===== src/rtl/pipe_hazard_ctrl.sv =====
// pipe_hazard_ctrl
//   Sequencing controller for the 5-stage 16-bit pipeline. Stalls one cycle on
//   a load-use hazard, squashes IF/ID and ID/EX on a taken jump, and drains the
//   pipe then halts when an end-of-program instruction reaches ID. It also
//   registers the EX-stage forwarding selects as the ID/EX register loads.
// Ports
//   clk, rst                  clock (rising edge), async active-high reset
//   id_rs1/id_rs2/id_use1/2   ID source addresses and read flags
//   id_eop                    ID instruction is end-of-program
//   ex_aD/ex_regwr/ex_load    EX destination, write enable, load flag
//   mem_aD/mem_regwr          MEM destination and write enable
//   jmp                       jump taken (resolved in EX)
//   pc_en/if_id_en            PC and IF/ID load enables
//   if_id_flush/id_ex_bubble  clear IF/ID, insert NOP into ID/EX
//   s1_c0/s1_c1/s2_c0/s2_c1   forwarding selects (c0 = EX/MEM, c1 = WB)
//   halted                    pipe drained, sticky until reset
//   stall_cnt                 saturating count of stall/drain/halt cycles
module pipe_hazard_ctrl #(
  parameter int AW        = 3,
  parameter int R0_ZERO   = 1,
  parameter int DRAIN_CYC = 3,
  parameter int SCW       = 16
) (
  input  logic           clk,
  input  logic           rst,
  input  logic [AW-1:0]  id_rs1,
  input  logic [AW-1:0]  id_rs2,
  input  logic           id_use1,
  input  logic           id_use2,
  input  logic           id_eop,
  input  logic [AW-1:0]  ex_aD,
  input  logic [1:0]     ex_regwr,
  input  logic           ex_load,
  input  logic [AW-1:0]  mem_aD,
  input  logic [1:0]     mem_regwr,
  input  logic           jmp,
  output logic           pc_en,
  output logic           if_id_en,
  output logic           if_id_flush,
  output logic           id_ex_bubble,
  output logic           s1_c0,
  output logic           s1_c1,
  output logic           s2_c0,
  output logic           s2_c1,
  output logic           halted,
  output logic [SCW-1:0] stall_cnt
);

  localparam int DCW = (DRAIN_CYC > 1) ? $clog2(DRAIN_CYC) : 1;

  typedef enum logic [2:0] {
    S_RUN, S_LDSTALL, S_FLUSH, S_DRAIN, S_HALT
  } state_t;

  state_t          state_q, state_d, cur;
  logic [DCW-1:0]  drain_q, drain_d;
  logic [SCW-1:0]  stall_cnt_q, stall_cnt_d;
  logic [3:0]      fwd_q, fwd_d;     // {s1_c0, s1_c1, s2_c0, s2_c1}

  logic ex_wr, mem_wr, ld_haz, bubble;
  logic f1_c0, f1_c1, f2_c0, f2_c1;

  // Address match; register 0 never matches when it is hardwired.
  function automatic logic hit(input logic [AW-1:0] a, input logic [AW-1:0] b);
    return (a == b) && !((R0_ZERO != 0) && (a == '0));
  endfunction

  assign ex_wr  = |ex_regwr;
  assign mem_wr = |mem_regwr;

  assign ld_haz = ex_load & ex_wr &
                  ((id_use1 & hit(id_rs1, ex_aD)) | (id_use2 & hit(id_rs2, ex_aD)));

  // Effective state for this cycle: from RUN the chosen action applies in the
  // same cycle, so the registered state only carries the follow-on cycles.
  always_comb begin
    cur = state_q;
    if (state_q == S_RUN) begin
      if (jmp)         cur = S_FLUSH;
      else if (ld_haz) cur = S_LDSTALL;
      else if (id_eop) cur = S_DRAIN;
    end
  end

  always_comb begin
    state_d = S_RUN;
    drain_d = drain_q;
    case (cur)
      S_RUN:     state_d = S_RUN;
      S_LDSTALL: state_d = jmp ? S_FLUSH : S_RUN;
      S_FLUSH:   state_d = S_RUN;
      S_DRAIN: begin
        if (drain_q == DCW'(DRAIN_CYC - 1)) begin
          state_d = S_HALT;
          drain_d = '0;
        end else begin
          state_d = S_DRAIN;
          drain_d = drain_q + DCW'(1);
        end
      end
      S_HALT:    state_d = S_HALT;
      default:   state_d = S_RUN;
    endcase
  end

  always_comb begin
    pc_en       = 1'b1;
    if_id_en    = 1'b1;
    if_id_flush = 1'b0;
    bubble      = 1'b0;
    case (cur)
      S_LDSTALL: begin pc_en = 1'b0; if_id_en = 1'b0; bubble = 1'b1; end
      S_FLUSH:   begin if_id_flush = 1'b1; bubble = 1'b1; end
      S_DRAIN,
      S_HALT:    begin pc_en = 1'b0; if_id_en = 1'b0; bubble = 1'b1; end
      default:   ;
    endcase
    // Hold the pipe in NOPs for as long as reset is asserted.
    if (rst) begin
      pc_en       = 1'b0;
      if_id_en    = 1'b0;
      if_id_flush = 1'b1;
      bubble      = 1'b1;
    end
  end

  assign id_ex_bubble = bubble;

  // EX/MEM result wins over WB data, so c1 is masked by c0.
  assign f1_c0 = id_use1 & ex_wr & ~ex_load & hit(id_rs1, ex_aD);
  assign f1_c1 = ~f1_c0 & id_use1 & mem_wr & hit(id_rs1, mem_aD);
  assign f2_c0 = id_use2 & ex_wr & ~ex_load & hit(id_rs2, ex_aD);
  assign f2_c1 = ~f2_c0 & id_use2 & mem_wr & hit(id_rs2, mem_aD);

  assign fwd_d = bubble ? 4'b0000 : {f1_c0, f1_c1, f2_c0, f2_c1};

  always_comb begin
    stall_cnt_d = stall_cnt_q;
    if ((cur == S_LDSTALL || cur == S_DRAIN || cur == S_HALT) && !(&stall_cnt_q))
      stall_cnt_d = stall_cnt_q + SCW'(1);
  end

  always_ff @(posedge clk or posedge rst) begin
    if (rst) begin
      state_q     <= S_RUN;
      drain_q     <= '0;
      stall_cnt_q <= '0;
      fwd_q       <= '0;
    end else begin
      state_q     <= state_d;
      drain_q     <= drain_d;
      stall_cnt_q <= stall_cnt_d;
      fwd_q       <= fwd_d;
    end
  end

  assign {s1_c0, s1_c1, s2_c0, s2_c1} = fwd_q;
  assign halted    = (state_q == S_HALT);
  assign stall_cnt = stall_cnt_q;

endmodule


===== config.mk =====
export PLATFORM = sky130hd
export DESIGN_NAME = pipe_hazard_ctrl
export DESIGN_NICKNAME = d
export VERILOG_FILES = /design/src/rtl/pipe_hazard_ctrl.sv
export SDC_FILE = /design/constraint.sdc
export NUM_CORES = 1
export LEC_CHECK = 0
export CORE_MARGIN = 3
export CORE_UTILIZATION = 25
export DETAILED_ROUTE_END_ITERATION = 7
export PLACE_DENSITY = 0.49
export RECOVER_POWER = 100
export SYNTH_ARGS = -nofsm -noshare
export SYNTH_HDL_FRONTEND = slang
export SYNTH_SLANG_ARGS = --single-unit
export TNS_END_PERCENT = 100

===== constraint.sdc =====
create_clock -name clk -period 2.3 [get_ports clk]
set_input_delay 0.23 -clock clk [delete_from_list [all_inputs] [get_ports clk]]
set_output_delay 0.23 -clock clk [all_outputs]
set_load 0.01 [all_outputs]

Word level (Yosys, flattened, before mapping)
Index checks and enable logic that the tools add are counted.
{ "classes": {"n_addsub": 2, "n_eq_ne": 10, "n_mux": 15, "bitwise": 20, "n_reduce_logical": 18} }
{ "op_table": {"columns": ["cell", "n"], "rows": [
  ["16-bit by 1-bit adder with 16-bit output, second input constant", 1],
  ["1-bit AND", 16],
  ["16-bit AND reduction", 1],
  ["3-bit 2-to-1 mux", 5],
  ["3-bit == test", 4],
  ["3-bit zero test", 3],
  ["3-bit one-hot mux with 3 select lines", 1],
  ["3-bit by 2-bit == test with 1-bit output, second input constant", 2],
  ["3-bit == test, second input constant", 2],
  ["1-bit 2-to-1 mux", 6],
  ["1-bit logical AND", 5],
  ["2-bit 2-to-1 mux", 2],
  ["4-bit 2-to-1 mux", 1],
  ["2-bit OR reduction", 2],
  ["4-bit OR reduction", 1],
  ["3-bit by 1-bit == test with 1-bit output, second input constant", 1],
  ["1-bit zero test", 3],
  ["1-bit NOT", 3],
  ["3-bit OR reduction", 1],
  ["2-bit by 1-bit adder with 2-bit output, second input constant", 1],
  ["2-bit == test, second input constant", 1],
  ["1-bit logical OR", 2],
  ["1-bit bitwise OR", 1]
]} }
{ "totals": {"register_bits": 25, "in_bits": 23, "out_inout_bits": 25} }

Logic depth before layout (Yosys ltp)
{ "depth": {"ltp_word": 14, "mapped_depth": 8, "ltp_nobuf": 7} }

Worst setup path after synthesis
OpenSTA, ideal clock, no wires.
{ "synth_timing": {"path_kind": "flip-flop to flip-flop", "start": "register stall_cnt_q[0], in the netlist stall_cnt[0]", "end": "register stall_cnt_q[1], in the netlist stall_cnt[1]", "setup_time_ns": 0.125, "arrival_ns": 1.717, "setup_slack_ns": 0.458, "stages_incl_launch_ff": 8, "path_buffers": 1, "synth_period_minus_slack_ns": 1.842, "cell_sequence": "dfrtp_1 -> ha_1 -> nand3_1 -> nor2_1 -> nand3_1 -> o211ai_2 -> buf_6 -> mux2_2"} }
{ "synth_via": {"elab_chain_cells": 3} }
{ "synth_rtl": {"columns": ["item", "line", "source"], "rows": [
  ["start: declaration", "57", "logic [SCW-1:0] stall_cnt_q, stall_cnt_d;"],
  ["start signal: assignment", "152", "stall_cnt_q <= stall_cnt_d;"],
  ["parallel branches: the longest is 3 deep, another holds 16-bit by 1-bit adder with 16-bit output", null, null]
]} }
Several ways; the timed one is not identified.
A chain may end at the register's enable or synchronous reset.

Worst setup path after layout
{ "layout_timing": {"start": "input port id_rs2[0]", "end": "output port pc_en"} }
{ "layout_via": {"elab_chain_cells": 13} }
{ "layout_rtl": {"columns": ["item", "line", "source"], "rows": [
  ["start: declaration", "27", "input logic [AW-1:0] id_rs2,"],
  ["3-bit zero test", "65", "return (a == b) && !((R0_ZERO != 0) && (a == '0));"],
  ["1-bit zero test", "65", null],
  ["1-bit logical AND *", "65", null],
  ["1-bit AND *", "72", "((id_use1 & hit(id_rs1, ex_aD)) | (id_use2 & hit(id_rs2, ex_aD)));"],
  ["1-bit bitwise OR *", "72", null],
  ["1-bit AND *", "71", "assign ld_haz = ex_load & ex_wr &"],
  ["3-bit 2-to-1 mux *", "80", "else if (ld_haz) cur = S_LDSTALL;"],
  ["3-bit 2-to-1 mux *", "79", "if (jmp) cur = S_FLUSH;"],
  ["3-bit 2-to-1 mux *", "78", "if (state_q == S_RUN) begin"],
  ["3-bit by 1-bit == test with 1-bit output (tied with other cells)", "111", "case (cur)"],
  ["3-bit OR reduction (no source line) *", null, null],
  ["1-bit 2-to-1 mux *", "111", null],
  ["1-bit 2-to-1 mux *", "119", "if (rst) begin"],
  ["end: declaration", "37", "output logic pc_en,"]
]} }
Every way passes the cells marked *; elsewhere a longest branch is shown, timed or not.

==> key figures <==
Outcome
  – Status: completed

Finish
  – Finished Cell Area: 2140 µm²
  – Finished Layout Cells: approximately 280
  – Fillers: 545
  – Fraction of layout cells with a size suffix above 1: 16.4%
  – Synth-to-Final Area Change: 49.6%
  – Nets: ~240
  – Final core utilization: between 40% and 50%
  – Ant diodes: 0

Logic synthesis
  – Synthesized instance count: 142
  – Cell area after synthesis: around 1400 µm²
  – Register area share after synthesis: 43.7%
  – Syn avg cell area: approximately 10 µm²
  – Number of synthesized flops with an enable pin: 0
  – Main flop type after synthesis: dfrtp_1
  – Yosys reg bits: 25
  – Post-Syn Nets: approximately 170
  – Async set-reset flop share out of synthesis: 100%
  – Post-synthesis cell type count: 39
  – Yosys Warn Count: 0

Floorplan
  – DIE AREA: around 6700 µm²
  – # IOs: 48
  – Die Ht: between 80 and 90 µm
  – Initial Util: 26.8%
  – Core region area: about 5300 µm²
  – Cell Rows: 26
  – Die W: roughly 82 µm

Global routing
  – Initial antenna violation count: 0
  – Vias in the first global route: approximately 1300
  – Total gr overflow: 0
  – Largest net degree at the start of global routing: 26
  – First-pass GRT wire length: between 5000 and 6000 µm
  – Gr usage total: a little under an eighth

Drt
  – Vias per std cell: between 4 and 5
  – Routed len/inst: about 13 µm
  – Drt first pass iters: 4
  – Final wirelength: around 3500 µm
  – DRT iter0 DRCs: 25
  – Via count: approximately 1300
  – Post-route DRC: 0
  – Detail Route Antenna Nets: 0

Clock network
  – CTS tree: built
  – Clk sinks: 25
  – CTS Root Cell: clkbuf_8
  – Setup Fix Bufs, Post-CTS: 0
  – CTS Buf Count: 3
  – Clock transition at path regs: approximately 0.08 ns
  – Clk_lat worst skew: roughly 0.27 ns
  – H-tree levels: 1
  – Clock Tree Buf Depth: 2

Placement
  – HPWL Detailed: slightly below 3000 µm
  – Gpl congestion: between 0.8 and 0.9
  – Port Buffer Count: between 40 and 50
  – Dpl cells: between 200 and 300
  – Area after DPL: around 2100 µm²

Power
  – P_leak: ~0.93 nW
  – Total Power: slightly above 800 µW
  – Worst vdd ir: roughly 190 µV
  – PD cells: ~380 nW/µm²

STA
  – Worst Tran Pin Value: ~1.4 ns
  – Fin. max-slew vios: 0
  – Relative slew slack: between 8 and 9%
  – Final setup viols: 0
  – Final worst path period need: ~2.1 ns
  – RSZ-0062 raised after global routing: false
  – Final Hold Viols: 0
  – Final Cycle Share: a little over 90%
  – Post-Route Skew: 0.00153 ns
  – FMAX: between 400 and 500 MHz

Hold path
  – HP Class: register to register

Worst setup path
  – WS Path Type: input pin to primary output
  – Data required time of the worst path: a little over 2 ns
  – CP Max Fanout: 3
  – Crit end category: primary output
  – Critical path data arrival time: approximately 1.9 ns
  – Setup crit start kind: input pin

Flow run
  – Max Cap Viol: 0
[Yosys cell counts (2+ instances only)]
cell type	number	area [µm²]
xor2_1	10	87.6
inv_1	8	30.0
nor3_1	6	30.0
nand4_1	3	18.8
dfrtp_1	25	626
nand3_1	10	50.1
nand4b_1	3	26.3
a21oi_1	2	10.0
xnor2_1	15	131
mux2_2	2	22.5
o21ai_0	2	10.0
nand2_1	11	41.3
a31o_2	2	17.5
nor3_2	5	50.1
nor2_1	14	52.6
[sequential cells by signal, summed over array words and instances (netlist names)]
| name | cells |
|---|---|
| state_q | 3 |
| drain_q | 2 |
| fwd_q | 4 |
| stall_cnt | 16 |
[worst max-delay path, stage by stage]
cell and delay [ns]:
clkdlybuf4s50_1 0.48, a211o_1 0.36, nand4b_1 0.11, o221ai_2 0.11, nand2b_4 0.16, a21oi_2 0.17, dlygate4sd2_1 0.29
[final timing paths]
| kind | from | endpoint | slack, ns | cells after the start |
|---|---|---|---|---|
| setup / recovery | id_rs2[0] | pc_en | 0.16 | 7 |
| hold / removal | stall_cnt[11] | stall_cnt[11] | 0.50 | 1 |
| setup reg to reg | state_q[2] | stall_cnt[6] | 0.50 | 7 |
| hold reg to reg | stall_cnt[11] | stall_cnt[11] | 0.50 | 1 |
| max in group asynchronous | rst | stall_cnt[12] | 0.56 | 3 |
| min in group asynchronous | rst | state_q[1] | 0.95 | 3 |
[final cells by class]
cell class	count	area (µm²)	area share [%]
clock buffers	4	45.0	2.10
inverters	8	30.0	1.40
multi-input cells	107	751	35.1
flip-flops and latches	25	626	29.2
well taps	70	87.6	4.09
repair buffers	69	602	28.1
[layout by cell type, fill, tap and decap left out, types with 10 or more instances in the layout]
| cell | instances |
|---|---|
| xnor2_1 | 15 |
| buf_4 | 15 |
| nand2_1 | 11 |
| nor2_1 | 14 |
| clkdlybuf4s50_1 | 21 |
| dfrtp_1 | 25 |
| nand3_1 | 10 |
| xor2_1 | 10 |
| dlygate4sd3_1 | 23 |
[power breakdown]
part | switching (mW) | total [mW] | internal [mW]
clock network | 0.138 | 0.262 | 0.124
logic | 0.0475 | 0.116 | 0.0682
registers | 0 | 0.439 | 0.439
total | 0.186 | 0.817 | 0.631
[repair_timing]
action,in CTS,in global routing
hold buffers,0,0
setup endpoints to repair,3,1
pin swaps,0,0
gates resized for setup,4,2
[routing by layer]
layer / track usage [%] / part of all wire (%)
met1: 13.6 / 43
met2: 20.6 / 50
met3: 2.74 / 6.3
met5: 0 / 0
met4: 3.99 / 1.4
[logic make-up (layout without fill, tap and decap cells)]
kind of cell / after synthesis / in the layout / synth area share (%)
AO/OA/AOI/OAI: 17 / 17 / 10.4
buffers and inverters: 10 / 81 / 3.41
adder cells (fa/ha/maj): 1 / 1 / 0.874
XOR/XNOR: 25 / 25 / 15.3
multiplexers: 3 / 3 / 2.27
AND/OR/NAND/NOR: 61 / 61 / 24.0
flip-flops: 25 / 25 / 43.7
[per-stage QoR]
| step | setup TNS [ns] | hold slack, ns | worst slack, ns |
|---|---|---|---|
| floorplan | 0 | 0.266 | 0.458 |
| global placement | -0.568 | 0.486 | -0.209 |
| detailed placement | -0.684 | 0.490 | -0.197 |
| CTS | 0 | 0.434 | 0.0707 |
| global route | 0 | 0.527 | 0.0239 |
| finish | 0 | 0.496 | 0.165 |
Power figures use the tool's default switching activity.
==> variant 1: new RTL, config.mk and constraints unchanged <==
The parameter `AW` goes from 3 to 4.
--- a/src/rtl/pipe_hazard_ctrl.sv
+++ b/src/rtl/pipe_hazard_ctrl.sv
@@ -16,7 +16,7 @@
 //   halted                    pipe drained, sticky until reset
 //   stall_cnt                 saturating count of stall/drain/halt cycles
 module pipe_hazard_ctrl #(
-  parameter int AW        = 3,
+  parameter int AW        = 4,
   parameter int R0_ZERO   = 1,
   parameter int DRAIN_CYC = 3,
   parameter int SCW       = 16
Interface: changed (resized ex_aD, id_rs1, id_rs2 and mem_aD); port bits go from 48 to 52. The function was not compared with the original's and may differ.
==> variant 1 against the original RTL <==
Core utilization shrank 1.4 points; area after synthesis up 12%; via count is 9.7% higher; wire length is 5.5% higher; fmax is 1.2% higher; design area up 9.6%; clock skew rose by 0.0098 ns; worst setup slack improved by 0.025 ns; register-to-register slack lost 0.10 ns; sequential cell count did not move.
Power is not compared: it rests on default switching activity, and its combinational part moved more than twofold at a synthesized area within 25%.
==> variant 1: results (changes against the original RTL) <==
[run_status]
status=completed

[global_routing]
grt_max_degree=17  ; -35%
grt_pass1_wl_um=6480  ; +8.3%
antenna_found_initial=0  ; unchanged
grt_usage=0.106  ; -0.00971
grt_pass1_vias=1481  ; +12%

[pwr]
p_leak_nw=0.992

[yosys]
async_reset_ff_frac=1.00  ; unchanged
ys_top_cells_by_count=dfrtp_1 (25), xnor2_1 (17), nand3_1 (12)
synth_fp_nets=183  ; +10%
synth-seq-area-share=0.391  ; -0.0458
yosysWarnings=0  ; unchanged
muxShareOfSynthArea=0.0376  ; +0.0148
synthAdderAreaFrac=0.00782  ; -0.000917
yosys.cell_types.count=41  ; +5.1%
synthTopCellsByArea=dfrtp_1 (39%), xnor2_1 (9.3%), xor2_1 (6.0%)
synthXorXnorAreaFrac=0.153  ; +0.000393
synth_compound_area_frac=0.122  ; +0.0180

[layout]
clock_area_frac=0.0208  ; -0.000251
buf_share=0.277  ; -0.00447
n_all_buffers=72  ; +4.3%
n_all_inverters=3  ; -5
num-multi-input-gates=123  ; +15%
antenna_cells=0  ; unchanged
fillerInstances=612  ; +12%
design.seq.count=25  ; unchanged
final_nets=256  ; +7.6%
multi_input_area_share=0.391  ; +0.0406
seq_share=0.267  ; -0.0257
drive_above_1_share=0.167  ; +0.00308
clkbuf_count=3  ; -1
largest_reg_flops=16  ; unchanged

[worst_setup_path]
crit_path_end=drain_q[0]$_DFFE_PP0N_
crit_path_start=ex_aD[2]
crit_fanout=3  ; unchanged
r2r_slack_ns=0.40  ; -0.10 ns
critPathTopFamily=buffers and inverters
r2r_end=stall_cnt[1]$_DFFE_PP0P_
r2r_start=stall_cnt[0]$_DFFE_PP0P_
cp.arrival_ns=2.27  ; +0.36 ns
slowest_stage=clkdlybuf4s50_1
r2r_cells=6  ; -1

[clock_network]
h-tree-depth=1  ; unchanged
clk_pin_slew_ns=0.10  ; +0.02 ns
ctsResizeCount=7  ; +3
root_buffer=clkbuf_8
cts.path.max_buffers=2  ; unchanged
postCtsSetupRepairBufs=0  ; unchanged

[sta]
fin_skew_ns=0.0114  ; +0.00983 ns
fin_crit_sh=0.917  ; -0.0109
slew-limit-headroom=0.403  ; +0.316

[route]
vias=1409  ; +9.7%
drt_iter0_markers=25  ; unchanged
dr.pass1.iters=6  ; +2
routedWlPerCell_um=12.4  ; -1.1%

[placed_design]
gp_routability_congestion=0.750  ; -10%
hpwl_um=3160  ; +6.1%
io_buffers=51  ; +8.5%
post-place-ws_ns=-0.172  ; +0.0251 ns

[worst_hold_path]
hp-class=flip-flop to flip-flop

variant 1: cell types whose count changed in the layout (fill, tap and decap cells not counted), sizes merged, moves of 4 or more:
cell	change
inv	-5
nor4	+4
nor2b	+4
clkbuf	-5
dlygate4sd2	+4
and3	+5
variant 1: power groups by stage:
stage | combinational, mW | clock (mW) | sequential [mW]
6_report | 0.835 | 0.266 | 0.671
5_1_grt | 0.928 | 0.293 | 0.693
4_1_cts | 0.925 | 0.276 | 0.676
3_5_place_dp | 0.929 | 0 | 0.685
3_3_place_gp | 0.922 | 0 | 0.688
2_1_floorplan | 0.526 | 0 | 0.664
variant 1: stage by stage:
step / setup TNS (ns) / utilization / std cells / area [µm²]
after CTS: 0 / 0.393 / 302 / 2380
after global placement: -0.469 / 0.385 / 298 / 2330
after floorplan: 0 / - / 155 / 1600
after detailed placement: -0.501 / 0.385 / 298 / 2330
final: 0 / 0.387 / 302 / 2350
after global routing: 0 / 0.387 / 302 / 2350
variant 1: how the worst min path moves through the flow:
stage	start	to	slack, ns
after floorplan	rst	drain_q[0]$_DFFE_PP0N_	0.27
after global placement	stall_cnt[11]$_DFFE_PP0P_	stall_cnt[11]$_DFFE_PP0P_	0.48
after detailed placement	stall_cnt[11]$_DFFE_PP0P_	stall_cnt[11]$_DFFE_PP0P_	0.48
after CTS	rst	fwd_q[2]$_DFF_PP0_	0.41
after global routing	stall_cnt[11]$_DFFE_PP0P_	stall_cnt[11]$_DFFE_PP0P_	0.52
final	stall_cnt[11]$_DFFE_PP0P_	stall_cnt[11]$_DFFE_PP0P_	0.49
variant 1: routing by layer:
metal / global-route usage / routed length [µm]
met5: 0 / 0
met4: 0.0259 / 23
met3: 0.0211 / 252
met2: 0.170 / 1650
met1: 0.147 / 1810
==> variant 2: new RTL, same settings <==
Made on the original files. Re-encode `state_t` (5 states) as Gray code, 3 bits wide.
--- a/src/rtl/pipe_hazard_ctrl.sv
+++ b/src/rtl/pipe_hazard_ctrl.sv
@@ -49,7 +49,7 @@
   localparam int DCW = (DRAIN_CYC > 1) ? $clog2(DRAIN_CYC) : 1;
 
   typedef enum logic [2:0] {
-    S_RUN, S_LDSTALL, S_FLUSH, S_DRAIN, S_HALT
+    S_RUN = 3'b000, S_LDSTALL = 3'b001, S_FLUSH = 3'b011, S_DRAIN = 3'b010, S_HALT = 3'b110
   } state_t;
 
   state_t          state_q, state_d, cur;
Function: no difference found for any inputs over 10 cycles, from zero or initial values and one cycle with rst high; not proved beyond that.
==> variant 2 against the original RTL <==
Sequential cell count unchanged; design area rose by 2.3%; sequential share of layout area decreased by 0.65 points; first-iteration DRC count increased by 16%; wire length grew 2.0%; worst setup slack worse by 0.049 ns; area after synthesis grew 3.8%.
Power is not compared: it rests on default switching activity, and its combinational part moved more than twofold at a synthesized area within 25%.
==> variant 2: results (changes against the original RTL) <==
[global_routing]
met3_usage=0.0248  ; -0.00261
grt_pass1_vias=1400  ; +6.0%

[layout]
drive_above_1_share=0.152  ; -0.0122
buf_share=0.270  ; -0.0108
seq_share=0.286  ; -0.00651
fillerInstances=584  ; +7.2%
num-multi-input-gates=120  ; +12%
multiInputGateArea_um2=822  ; +9.5%
n_all_buffers=65  ; -5.8%

[worst_setup_path]
crit_path_start=id_rs2[2]
cp.arrival_ns=1.95  ; +0.04 ns
r2r_cells=8  ; +1
crit_path_max_incr_delay_ns=0.54  ; +0.06 ns
r2r_slack_ns=0.35  ; -0.15 ns
r2r_end=stall_cnt[1]$_DFFE_PP0P_

[placed_design]
post-place-ws_ns=-0.0926  ; +0.105 ns
gp_routability_congestion=0.820  ; -1.9%
hpwl_um=2920  ; -1.9%

[sta]
whs_ns=0.500  ; +0.00357 ns

[route]
drt_iter0_markers=29  ; +16%
via_per_inst=4.55  ; +0.29%
routed_wl_um=3620  ; +2.0%
vias=1315  ; +2.4%
wl_met3_um=221  ; -0.45%

[worst_hold_path]
hp-start=stall_cnt[10]$_DFFE_PP0P_
min_to=stall_cnt[10]$_DFFE_PP0P_

[yosys]
synth_area_um2=1490  ; +3.8%
avgSynthCellArea_um2=9.78  ; -3.0%
synthTopCellsByArea=dfrtp_1 (42%), xnor2_1 (11%), and3_1 (5.1%)

[run_status]
status=completed

variant 2: cell count changes in the layout (fill, tap and decap cells not counted), moves of 3 or more:
cell             before  now
clkdlybuf4s50_1      21   18
nor3_1                8    3
inv_1                 8    3
a21oi_1               1    4
clkbuf_1              8    4
nand4b_1              3    0
xnor2_1              15   18
and3_1                0   12
nand3_1              10   13
nor2b_1               0    3
xor2_1               10    5
variant 2: cell families (layout without fill, tap and decap cells):
family                   count (synthesis)  after routing  synth area share
AND/OR/NAND/NOR                         71             71             0.261
flip-flops                              25             25             0.421
XOR/XNOR                                23             23             0.136
AO/OA/AOI/OAI                           21             21             0.120
buffers and inverters                    7             72            0.0244
multiplexers                             4              4            0.0303
adder cells (fa/ha/maj)                  1              1           0.00842
variant 2: timing repair:
action | in CTS | in global routing
pin swaps | 2 | 2
setup buffers | 2 | 1
resized for setup | 3 | 6
gates cloned | 0 | 0
setup endpoints to repair | 3 | 1
